$ cat config.mk
export PLATFORM = sky130hd
export DESIGN_NAME = mux2_rr_arbiter
export DESIGN_NICKNAME = d
export VERILOG_FILES = /design/src/rtl/arb_pkg.sv /design/src/rtl/mux2_rr_arbiter_sat_counter.sv /design/src/rtl/mux2_rr_arbiter.sv
export SDC_FILE = /design/constraint.sdc
export NUM_CORES = 1
export LEC_CHECK = 0
export ABC_AREA = 1
export BUFFER_PORTS_ARGS = -buffer_cell sky130_fd_sc_hd__buf_2
export CORE_UTILIZATION = 35
export DETAILED_ROUTE_END_ITERATION = 12
export PLACE_DENSITY = 0.65
export SLEW_MARGIN = 20
export SYNTH_ARGS = -nofsm -noshare
export SYNTH_HDL_FRONTEND = slang
export SYNTH_HIERARCHICAL = 1
export SYNTH_SLANG_ARGS = --single-unit
$ cat constraint.sdc
create_clock -name clk -period 4.4 [get_ports clk]
set_input_delay 0 -clock clk [delete_from_list [all_inputs] [get_ports clk]]
set_output_delay 0 -clock clk [all_outputs]
set_load 0.01 [all_outputs]
$ cat src/rtl/arb_pkg.sv
// Shared encodings and default widths for the two-port round-robin arbiter.
// Latency: n/a (declarations only).
// Backpressure: n/a.
package arb_pkg;

  // Output-stage occupancy
  typedef enum logic {
    ST_EMPTY = 1'b0,
    ST_FULL  = 1'b1
  } state_t;

  localparam logic PORT0 = 1'b0;
  localparam logic PORT1 = 1'b1;

  localparam int DEF_N  = 32;
  localparam int DEF_CW = 8;

endpackage

$ cat src/rtl/mux2_rr_arbiter_sat_counter.sv
// Saturating up-counter, sticks at all-ones instead of wrapping.
// Latency: count reflects an increment one cycle after i_inc.
// Backpressure: none; i_inc is ignored once saturated.
module sat_counter
  import arb_pkg::*;
#(
  parameter int CW = DEF_CW
) (
  input  logic          clk,
  input  logic          reset,
  input  logic          i_inc,
  output logic [CW-1:0] o_cnt
);

  logic [CW-1:0] r_cnt;

  // Count up on enable, hold at the maximum value
  always_ff @(posedge clk) begin
    if (reset) begin
      r_cnt <= '0;
    end else if (i_inc && (r_cnt != {CW{1'b1}})) begin
      r_cnt <= r_cnt + CW'(1);
    end
  end

  assign o_cnt = r_cnt;

endmodule

$ cat src/rtl/mux2_rr_arbiter.sv
// Two-port round-robin arbiter driving a shared 2:1 mux into a one-entry output register.
// Latency: one cycle from accepted input to out_valid; 1 word/cycle sustained.
// Backpressure: readies drop while the held word is stalled; ARB_FIXED_PRIO_EN makes port 0 always win ties.
module mux2_rr_arbiter
  import arb_pkg::*;
#(
  parameter int N  = DEF_N,
  parameter int CW = DEF_CW
) (
  input  logic          clk,
  input  logic          reset,
  input  logic          in0_valid,
  input  logic [N-1:0]  in0_data,
  output logic          in0_ready,
  input  logic          in1_valid,
  input  logic [N-1:0]  in1_data,
  output logic          in1_ready,
  output logic          out_valid,
  output logic [N-1:0]  out_data,
  output logic          out_sel,
  input  logic          out_ready,
  output logic [CW-1:0] gnt_cnt0,
  output logic [CW-1:0] gnt_cnt1
);

  state_t       r_state;
  state_t       w_state_nxt;
  logic [N-1:0] r_data;
  logic         r_sel;
  logic         w_can_accept;
  logic         w_winner;
  logic         w_grant;
  logic [N-1:0] w_win_data;

`ifndef ARB_FIXED_PRIO_EN
  logic         r_prio;
`endif

  // Occupancy state register
  always_ff @(posedge clk) begin
    if (reset) begin
      r_state <= ST_EMPTY;
    end else begin
      r_state <= w_state_nxt;
    end
  end

  // Winner pick, readies and next occupancy; a grant never fires during reset
  always_comb begin
    w_state_nxt  = r_state;
    w_can_accept = 1'b0;
    w_winner     = PORT0;
    w_grant      = 1'b0;
    w_win_data   = in0_data;
    in0_ready    = 1'b0;
    in1_ready    = 1'b0;

    case (r_state)
      ST_EMPTY: w_can_accept = 1'b1;
      ST_FULL:  w_can_accept = out_ready;
      default:  w_can_accept = 1'b0;
    endcase

    if (in0_valid && in1_valid) begin
`ifdef ARB_FIXED_PRIO_EN
      w_winner = PORT0;
`else
      w_winner = r_prio;
`endif
    end else if (in1_valid) begin
      w_winner = PORT1;
    end else begin
      w_winner = PORT0;
    end

    w_win_data = (w_winner == PORT1) ? in1_data : in0_data;
    w_grant    = w_can_accept && (in0_valid || in1_valid) && !reset;
    in0_ready  = w_grant && (w_winner == PORT0);
    in1_ready  = w_grant && (w_winner == PORT1);

    if (w_grant) begin
      w_state_nxt = ST_FULL;
    end else if ((r_state == ST_FULL) && out_ready) begin
      w_state_nxt = ST_EMPTY;
    end
  end

  // Capture the winning word and its source; held untouched while stalled
  always_ff @(posedge clk) begin
    if (reset) begin
      r_data <= '0;
      r_sel  <= PORT0;
    end else if (w_grant) begin
      r_data <= w_win_data;
      r_sel  <= w_winner;
    end
  end

`ifndef ARB_FIXED_PRIO_EN
  // Priority flips to the loser only when somebody is actually granted
  always_ff @(posedge clk) begin
    if (reset) begin
      r_prio <= PORT0;
    end else if (w_grant) begin
      r_prio <= ~w_winner;
    end
  end
`endif

  sat_counter #(.CW(CW)) u_cnt0 (
    .clk   (clk),
    .reset (reset),
    .i_inc (w_grant && (w_winner == PORT0)),
    .o_cnt (gnt_cnt0)
  );

  sat_counter #(.CW(CW)) u_cnt1 (
    .clk   (clk),
    .reset (reset),
    .i_inc (w_grant && (w_winner == PORT1)),
    .o_cnt (gnt_cnt1)
  );

  assign out_valid = (r_state == ST_FULL);
  assign out_data  = r_data;
  assign out_sel   = r_sel;

endmodule
# [Word-level counts from Yosys, hierarchy flattened]
# Index checks and enable logic that the tools add are counted.
[op_classes] addsub=2 n_eq_ne=2 muxes=6 reduce_logical=11 bitwise_logic=2
[ops] op="$mux W32" count=1
[ops] op="$add A8 B1 Y8 const B" count=2
[ops] op="$ne A8 B8 Y1 const B" count=2
[ops] op="$logic_and A1 B1 Y1" count=8
[ops] op="$mux W1" count=4
[ops] op="$not A1 Y1" count=2
[ops] op="$pmux W1 S2" count=1
[ops] op="$reduce_bool A2 Y1" count=1
[ops] op="$logic_not A1 Y1" count=1
[ops] op="$logic_or A1 B1 Y1" count=1
[totals] input_bits=69 ff_bits=51 out_inout_bits=52

# [Logic depth before layout (Yosys ltp)]
# Gate-level depths: netlist of run 1.
[logic_depth] word_depth=6 ltp_mapped=12 depth_no_buf=12

# [Cells and area by module]
# The synthesis of run 1 kept the hierarchy.
[by_module_without_submodules] module="mux2_rr_arbiter" cells_each=265 area_per_inst_um2=1820.5 seq_area_each_um2=700.7 n_inst=1
[by_module_without_submodules] module="sat_counter" cells_each=77 area_per_inst_um2=484.2 seq_area_each_um2=160.2 n_inst=2

# [Worst setup path after synthesis of run 1]
# No wires, ideal clock.
[synth_path] path_type="reg-to-reg" from="register r_prio" to="register u_cnt1.r_cnt[3] (netlist: u_cnt1/o_cnt[3])" t_arrival_ns=1.512 path_stages_with_launch=12 required_ns=4.285 setup_slack_ns=2.773 n_path_buf=2 period_less_slack_ns=1.627 path_cell_list="dfxtp_1 inv_1 nand2_2 nand2_2 buf_4 nor2_1 buf_4 inv_2 nor2_1 nand3_1 nand2_1 nor2_1"
[synth_between] elab_chain_cells=3
[synth_lines] item="start, declared" line="mux2_rr_arbiter.sv:36" source="logic r_prio;"
[synth_lines] item="start signal, assigned" line="mux2_rr_arbiter.sv:105" source="r_prio <= ~w_winner;"
[synth_lines] item="$mux W1" line="mux2_rr_arbiter.sv:64" source="if (in0_valid && in1_valid) begin"
[synth_lines] item="$logic_and A1 B1 Y1"
[synth_lines] item="via in1_ready" line="mux2_rr_arbiter.sv:17" source="output logic in1_ready,"
[synth_lines] item="$logic_and A1 B1 Y1" line="mux2_rr_arbiter_sat_counter.sv:21" source="end else if (i_inc && (r_cnt != {CW{1'b1}})) begin"
[synth_lines] item="end signal, assigned" line="mux2_rr_arbiter_sat_counter.sv:22" source="r_cnt <= r_cnt + CW'(1);"
[synth_lines] item="end, declared" line="mux2_rr_arbiter_sat_counter.sv:15" source="logic [CW-1:0] r_cnt;"
# The timed path passes the listed nets, and every way through them passes these cells.
# A chain may end at the register's enable or synchronous reset.

# [Final worst setup path of run 1]
[layout_path] from="register r_prio" to="output port in1_ready"
[layout_between] elab_chain_cells=2
[layout_lines] item="$mux W1" line="mux2_rr_arbiter.sv:64"
[layout_lines] item="$logic_and A1 B1 Y1" line="mux2_rr_arbiter.sv:79" source="in1_ready = w_grant && (w_winner == PORT1);"
[layout_lines] item="end, declared" line="mux2_rr_arbiter.sv:17"
# No other way between the ends.

==> reports/summary.txt, run 1 <==
Setup Fix Bufs, Post-CTS -> 0
Inst Count DP -> 617
Largest net degree at the start of global routing -> 40
Share of the synthesized area in the top cell type -> 36.6%
Top post-synthesis cells by area -> dfxtp_1 37%, nand2_1 23%, nand3_1 8.4%
Worst reg2reg path depth -> 9
Nets -> 593
Cts hold-fix bufs -> 0
Sequential fraction of the synthesis area -> 36.6%
FILL cells -> 825
Clock latency reported for the late side of the worst-skew pair -> 0.30 ns
CTS root buf -> clkbuf_8
Synth Register Bits -> 51
Pwr Total -> 0.952 mW
Post-synth net total -> 490
WL/cell -> 11.4 um
Gr usage total -> 17.6%
Rows -> 32
Final Setup Violations -> 0
Vias in the first global route -> 2,763
Clk buf depth -> 2
Unrepaired setup endpoints after global routing -> false
Avg Synthesized Cell Area -> 6.66 um2
Synth Flop Type -> dfxtp_1
Core area -> 7730 um2
Buffers on Ports -> 120
Initial core utilization -> 36.1%
Chip width -> 91.3 um
Arr. time, crit path -> 2.82 ns
DRT Pass-1 Iters -> 4
Worst Path Max Fanout -> 35
Max Fclk -> 355 MHz
RR Startpoint -> r_prio
Post-CTS sizing -> 0
Die area -> 8330 um2
Synth area leader -> dfxtp_1
Period utilization -> 64.1%
H-tree Lvls -> 2
Crit Path Class -> reg2out
Clock transition at path regs -> 0.09 ns
Yosys warning total -> 6
Final Skew -> 0.00734 ns
Max VDD drop -> 132 uV
Pwr per Cell Area -> 277 nW/um2
Worst Path Required -> 4.40 ns
Status -> complete, no violations
DRT antenna net count -> 0
Setup crit end kind -> output port
Antenna cells -> 0
Asr flop ratio synth -> 0%
Routed via count -> 2,951
Congestion Overflow GR -> 0
# DRC -> 0
Hold path depth -> 3
CTS tree -> built
Minimum clock period -> 2.82 ns
Leak Pwr -> 1.74 nW
First-pass GRT wire length -> 12,100 um
Most common cell in the synthesized netlist -> nand2_1
Inserted Clock Buffers -> 5
Final hold violations -> 0
Area growth, synth to finish -> 23.1%
Yosys cell types -> 23
Share of cells above drive strength 1 -> 32.5%
Min-Delay Path Class -> in2reg
Final wirelength -> 7100 um
Max Slew Vio Count -> 0
R2r setup slk -> 1.59 ns
First DRT Iteration DRCs -> 132
Synthesized area -> 2790 um2
Setup TNS Final -> 0 ns
Non-Filler Instances -> 625
Top cells by count, synth -> 171 x nand2_1, 51 x dfxtp_1, 47 x nand3_1
Die Y -> 91.3 um
Cells after synthesis -> 419
Slew HR -> 35.5%
Antenna violations before repair -> 0
Clock sinks -> 51
R2R Path End -> u_cnt1/o_cnt[4]
Hold path endpoint -> out_valid
Hpwl dp -> 5220 um
I/O Pins -> 121
Post-synth EDFFs -> 0
Max-cap check violation count -> 0
Hold path startpoint -> in0_valid
DR vias/cell -> 4.72
Critical path startpoint category -> register
Worst-Margin Slew -> 0.968 ns
Gp weighted congestion -> 0.767
==> worst max-delay path: stages, from the launching register on <==
cell and delay, ns:
dfxtp_1 0.34, inv_1 0.05, nand2_2 0.43, nand2_2 0.54
nor2_1 0.89, buf_2 0.27
==> placed cells by master, fill, tap and decap left out <==
cell	n
nand2_1	171
buf_2	120
dfxtp_1	51
nand3_1	47
nor2_1	31
a21oi_1	26
inv_1	21
a21oi_2	20
nand2_2	5
clkbuf_8	5
nand3_2	4
inv_2	4
nor2_2	4
o21ai_1	3
nor2_4	2
clkinv_2	2
nand3b_2	2
ha_1	2
nand3b_4	1
clkbuf_1	1
clkinvlp_4	1
==> metrics by stage <==
stage / setup slack, ns / utilization (%) / hold WS [ns] / cell area (um2)
6_report: 1.58 / 44.4 / 0.0274 / 3430
5_1_grt: 1.27 / 44.4 / 0.0355 / 3430
4_1_cts: 1.60 / 44.4 / 0.0237 / 3430
3_5_place_dp: 1.61 / 43.3 / 0.347 / 3350
3_3_place_gp: 1.76 / 43.3 / 0.337 / 3350
2_1_floorplan: 2.77 / - / 0.164 / 2790
==> power breakdown <==
group | switching, mW | internal (mW) | leakage (nW) | total [mW]
combinational | 0.113 | 0.0750 | 1.28 | 0.188
sequential | 0.0146 | 0.484 | 0.416 | 0.498
clock | 0.154 | 0.112 | 0.0412 | 0.266
==> logic make-up after synthesis <==
family	after synthesis	share of synthesized area, %
AND/OR/NAND/NOR	267	41.4
flip-flops	51	36.6
AO/OA/AOI/OAI	49	11.5
buffers and inverters	50	9.60
adder cells (fa/ha/maj)	2	0.897
==> routing by layer <==
layer / global-route usage (%) / vias to the layer above / wire length (um)
met2: 31.5 / 83 / 3320
met1: 21.0 / 1329 / 3180
met3: 4.27 / 10 / 484
li1: - / 1529 / -
met4: 4.89 / 0 / 112
met5: 0 / - / 0
==> registers in the layout, indices dropped and copies added, names as in the netlist <==
| register | count |
|---|---|
| u_cnt1/o_cnt | 8 |
| r_prio | 1 |
| out_valid | 1 |
| u_cnt0/o_cnt | 8 |
| out_data | 32 |
| out_sel | 1 |
==> how the worst max path moves through the flow <==
stage | start | end | slack (ns) | cells past startpoint
2_1_floorplan | r_prio | u_cnt1/o_cnt[3] | 2.77 | 11
3_3_place_gp | r_prio | u_cnt1/o_cnt[4] | 1.76 | 9
3_5_place_dp | r_prio | u_cnt1/o_cnt[4] | 1.61 | 9
4_1_cts | r_prio | in1_ready | 1.60 | 5
5_1_grt | r_prio | u_cnt1/o_cnt[4] | 1.27 | 9
6_report | r_prio | in1_ready | 1.58 | 5
==> final cells by class <==
type                    count  area [um2]  share of cell area (%)
flip-flops and latches     51        1020                    29.7
repair buffers            120         601                    17.5
well taps                 102         128                    3.72
inverters                  26        98.8                    2.88
multi-input cells         318        1500                    43.7
clock buffers               6        72.6                    2.11
clock inverters             2        12.5                   0.364
No activity file was read; power rests on OpenSTA's default activity.
==> run 2: changes to the inputs <==
- PLACE_DENSITY: 0.65 -> 0.67
- clock period: 4.4 -> 2.31 ns (I/O delays scaled with it)
==> reports/summary.txt, run 2 (synthesis gave the netlist of run 1 again) <==
Status -> complete, no violations
Crit. path cell count -> 10
Initial core utilization -> 36.1%
Commonest non-fill, non-tap cell in the layout -> nand2_1
Max Fclk -> 628 MHz
Commonest cells after routing, fill and taps aside -> 171 x nand2_1, 120 x buf_2, 51 x dfxtp_1
Multi-input logic area -> 1500 um2
Rows -> 32
Period utilization -> 68.9%
Max Slew Vio Count -> 0
Worst Path Required -> 2.51 ns
Worst-Margin Slew -> 0.519 ns
Die area -> 8330 um2
CP Cell Sequence -> nand2_1 -> nand2_2 -> nor2_4 -> nand2_1 -> inv_1 -> nand2_1 -> nor2_1 -> nand3_1 -> nand2_1 -> nor2_1
Sw Pwr -> 0.537 mW
Pwr per Cell Area -> 558 nW/um2
Clk buf depth -> 2
Die Y -> 91.3 um
Setup Fix Bufs, Post-CTS -> 0
RR Startpoint -> out_valid
CTS root buf -> clkbuf_8
Final Setup Violations -> 0
I/O Pins -> 121
Leak Pwr -> 1.79 nW
Setup crit end kind -> register
Gp weighted congestion -> 0.784
Hold WS -> 0.0260 ns
Largest net degree at the start of global routing -> 39
Final wirelength -> 7300 um
Arr. time, crit path -> 1.79 ns
Final hold violations -> 0
Crit Path Class -> reg2reg
Worst setup endpoint -> u_cnt0/o_cnt[4]
Antenna violations before repair -> 0
Clock sinks -> 51
WL/cell -> 11.6 um
Largest register FFs -> 32
Antenna cells -> 0
Inserted Clock Buffers -> 5
Congestion Overflow GR -> 0
Clock latency reported for the late side of the worst-skew pair -> 0.30 ns
Family with the most delay on the worst path -> simple AND/OR/NAND/NOR gates
CP max stage delay -> 0.32 ns
First-pass GRT wire length -> 12,500 um
DRT Pass-1 Iters -> 4
Worst Path Max Fanout -> 13
Switching fraction of total power -> 27.4%
Unrepaired setup endpoints after global routing -> false
Worst setup path start -> out_valid
Sequential group share of total power -> 48.4%
Worst reg2reg path depth -> 10
Setup TNS Final -> 0 ns
CP most frequent cell -> nand2_1
Clock transition at path regs -> 0.10 ns
First DRT Iteration DRCs -> 106
Internal power -> 1.42 mW
Clock share of power -> 32.9%
Slew HR -> 65.4%
Nets -> 599
Gr usage total -> 18.5%
Core area -> 7730 um2
DRT antenna net count -> 0
FF+latch area -> 1020 um2
Vias in the first global route -> 2,867
Slowest-stage cell, CP -> dfxtp_1
R2R Path End -> u_cnt0/o_cnt[4]
Buffers on Ports -> 120
Chip width -> 91.3 um
Post-CTS sizing -> 0
Min-Delay Path Class -> in2reg
# DRC -> 0
R2r setup slk -> 0.72 ns
Area growth, synth to finish -> 25.9%
CTS tree -> built
Worst Path Buf+Inv -> 1
Max-cap check violation count -> 0
FILL cells -> 831
Minimum clock period -> 1.59 ns
Max VDD drop -> 267 uV
Cts hold-fix bufs -> 0
Share of cells above drive strength 1 -> 33.5%
Final Skew -> 0.00816 ns
H-tree Lvls -> 2
DR vias/cell -> 4.70
Hpwl dp -> 5250 um
Critical path startpoint category -> register
Routed via count -> 2,967
Comb pwr share -> 18.8%
## run 2: area by class of cell
type	count	area share (%)
clock buffers	6	2.35
clock inverters	2	0.998
inverters	26	2.82
multi-input cells	318	42.7
flip-flops and latches	51	29.1
well taps	102	3.64
repair buffers	126	18.4
## run 2: worst min-delay path by stage
stage | to | depth (start not counted) | start
finish | out_data[1] | 5 | in0_data[1]
global route | out_data[22] | 5 | in0_data[22]
CTS | out_data[30] | 5 | in0_data[30]
detailed placement | out_data[30] | 5 | in0_data[30]
global placement | out_valid | 3 | in0_valid
floorplan | u_cnt0/o_cnt[2] | 3 | reset
## run 2: per-stage QoR
stage | instances | utilization (%) | cell area [um2] | power [mW] | setup slack [ns]
finish | 631 | 45.4 | 3510 | 1.96 | 0.719
CTS | 631 | 45.4 | 3510 | 1.99 | 0.735
detailed placement | 623 | 43.9 | 3390 | 1.34 | 0.750
global route | 631 | 45.4 | 3510 | 2.07 | 0.509
global placement | 623 | 43.9 | 3390 | 1.33 | 0.811
floorplan | 419 | - | 2790 | 1.21 | 0.683
## run 2: routing by layer
| metal | wire length (um) | global-route usage (%) | vias to the layer above |
|---|---|---|---|
| met1 | 3420 | 21.9 | 1333 |
| met3 | 414 | 4.61 | 6 |
| met5 | 0 | 0 | - |
| met2 | 3400 | 33.5 | 93 |
| li1 | - | - | 1535 |
| met4 | 57 | 3.84 | 0 |
## run 2: power by group through the flow
stage	Clock (mW)	Combinational [mW]	Sequential, mW
6_report	0.644	0.368	0.948
5_1_grt	0.698	0.418	0.954
4_1_cts	0.664	0.373	0.948
3_5_place_dp	0	0.372	0.968
3_3_place_gp	0	0.366	0.967
2_1_floorplan	0	0.222	0.985
## run 2: worst register-to-register path: cells and delay by family (launching register included)
kind / cells / cell delay (ns)
buffers and inverters: 1 / 0.32
flip-flops: 1 / 0.32
AND/OR/NAND/NOR: 9 / 0.85
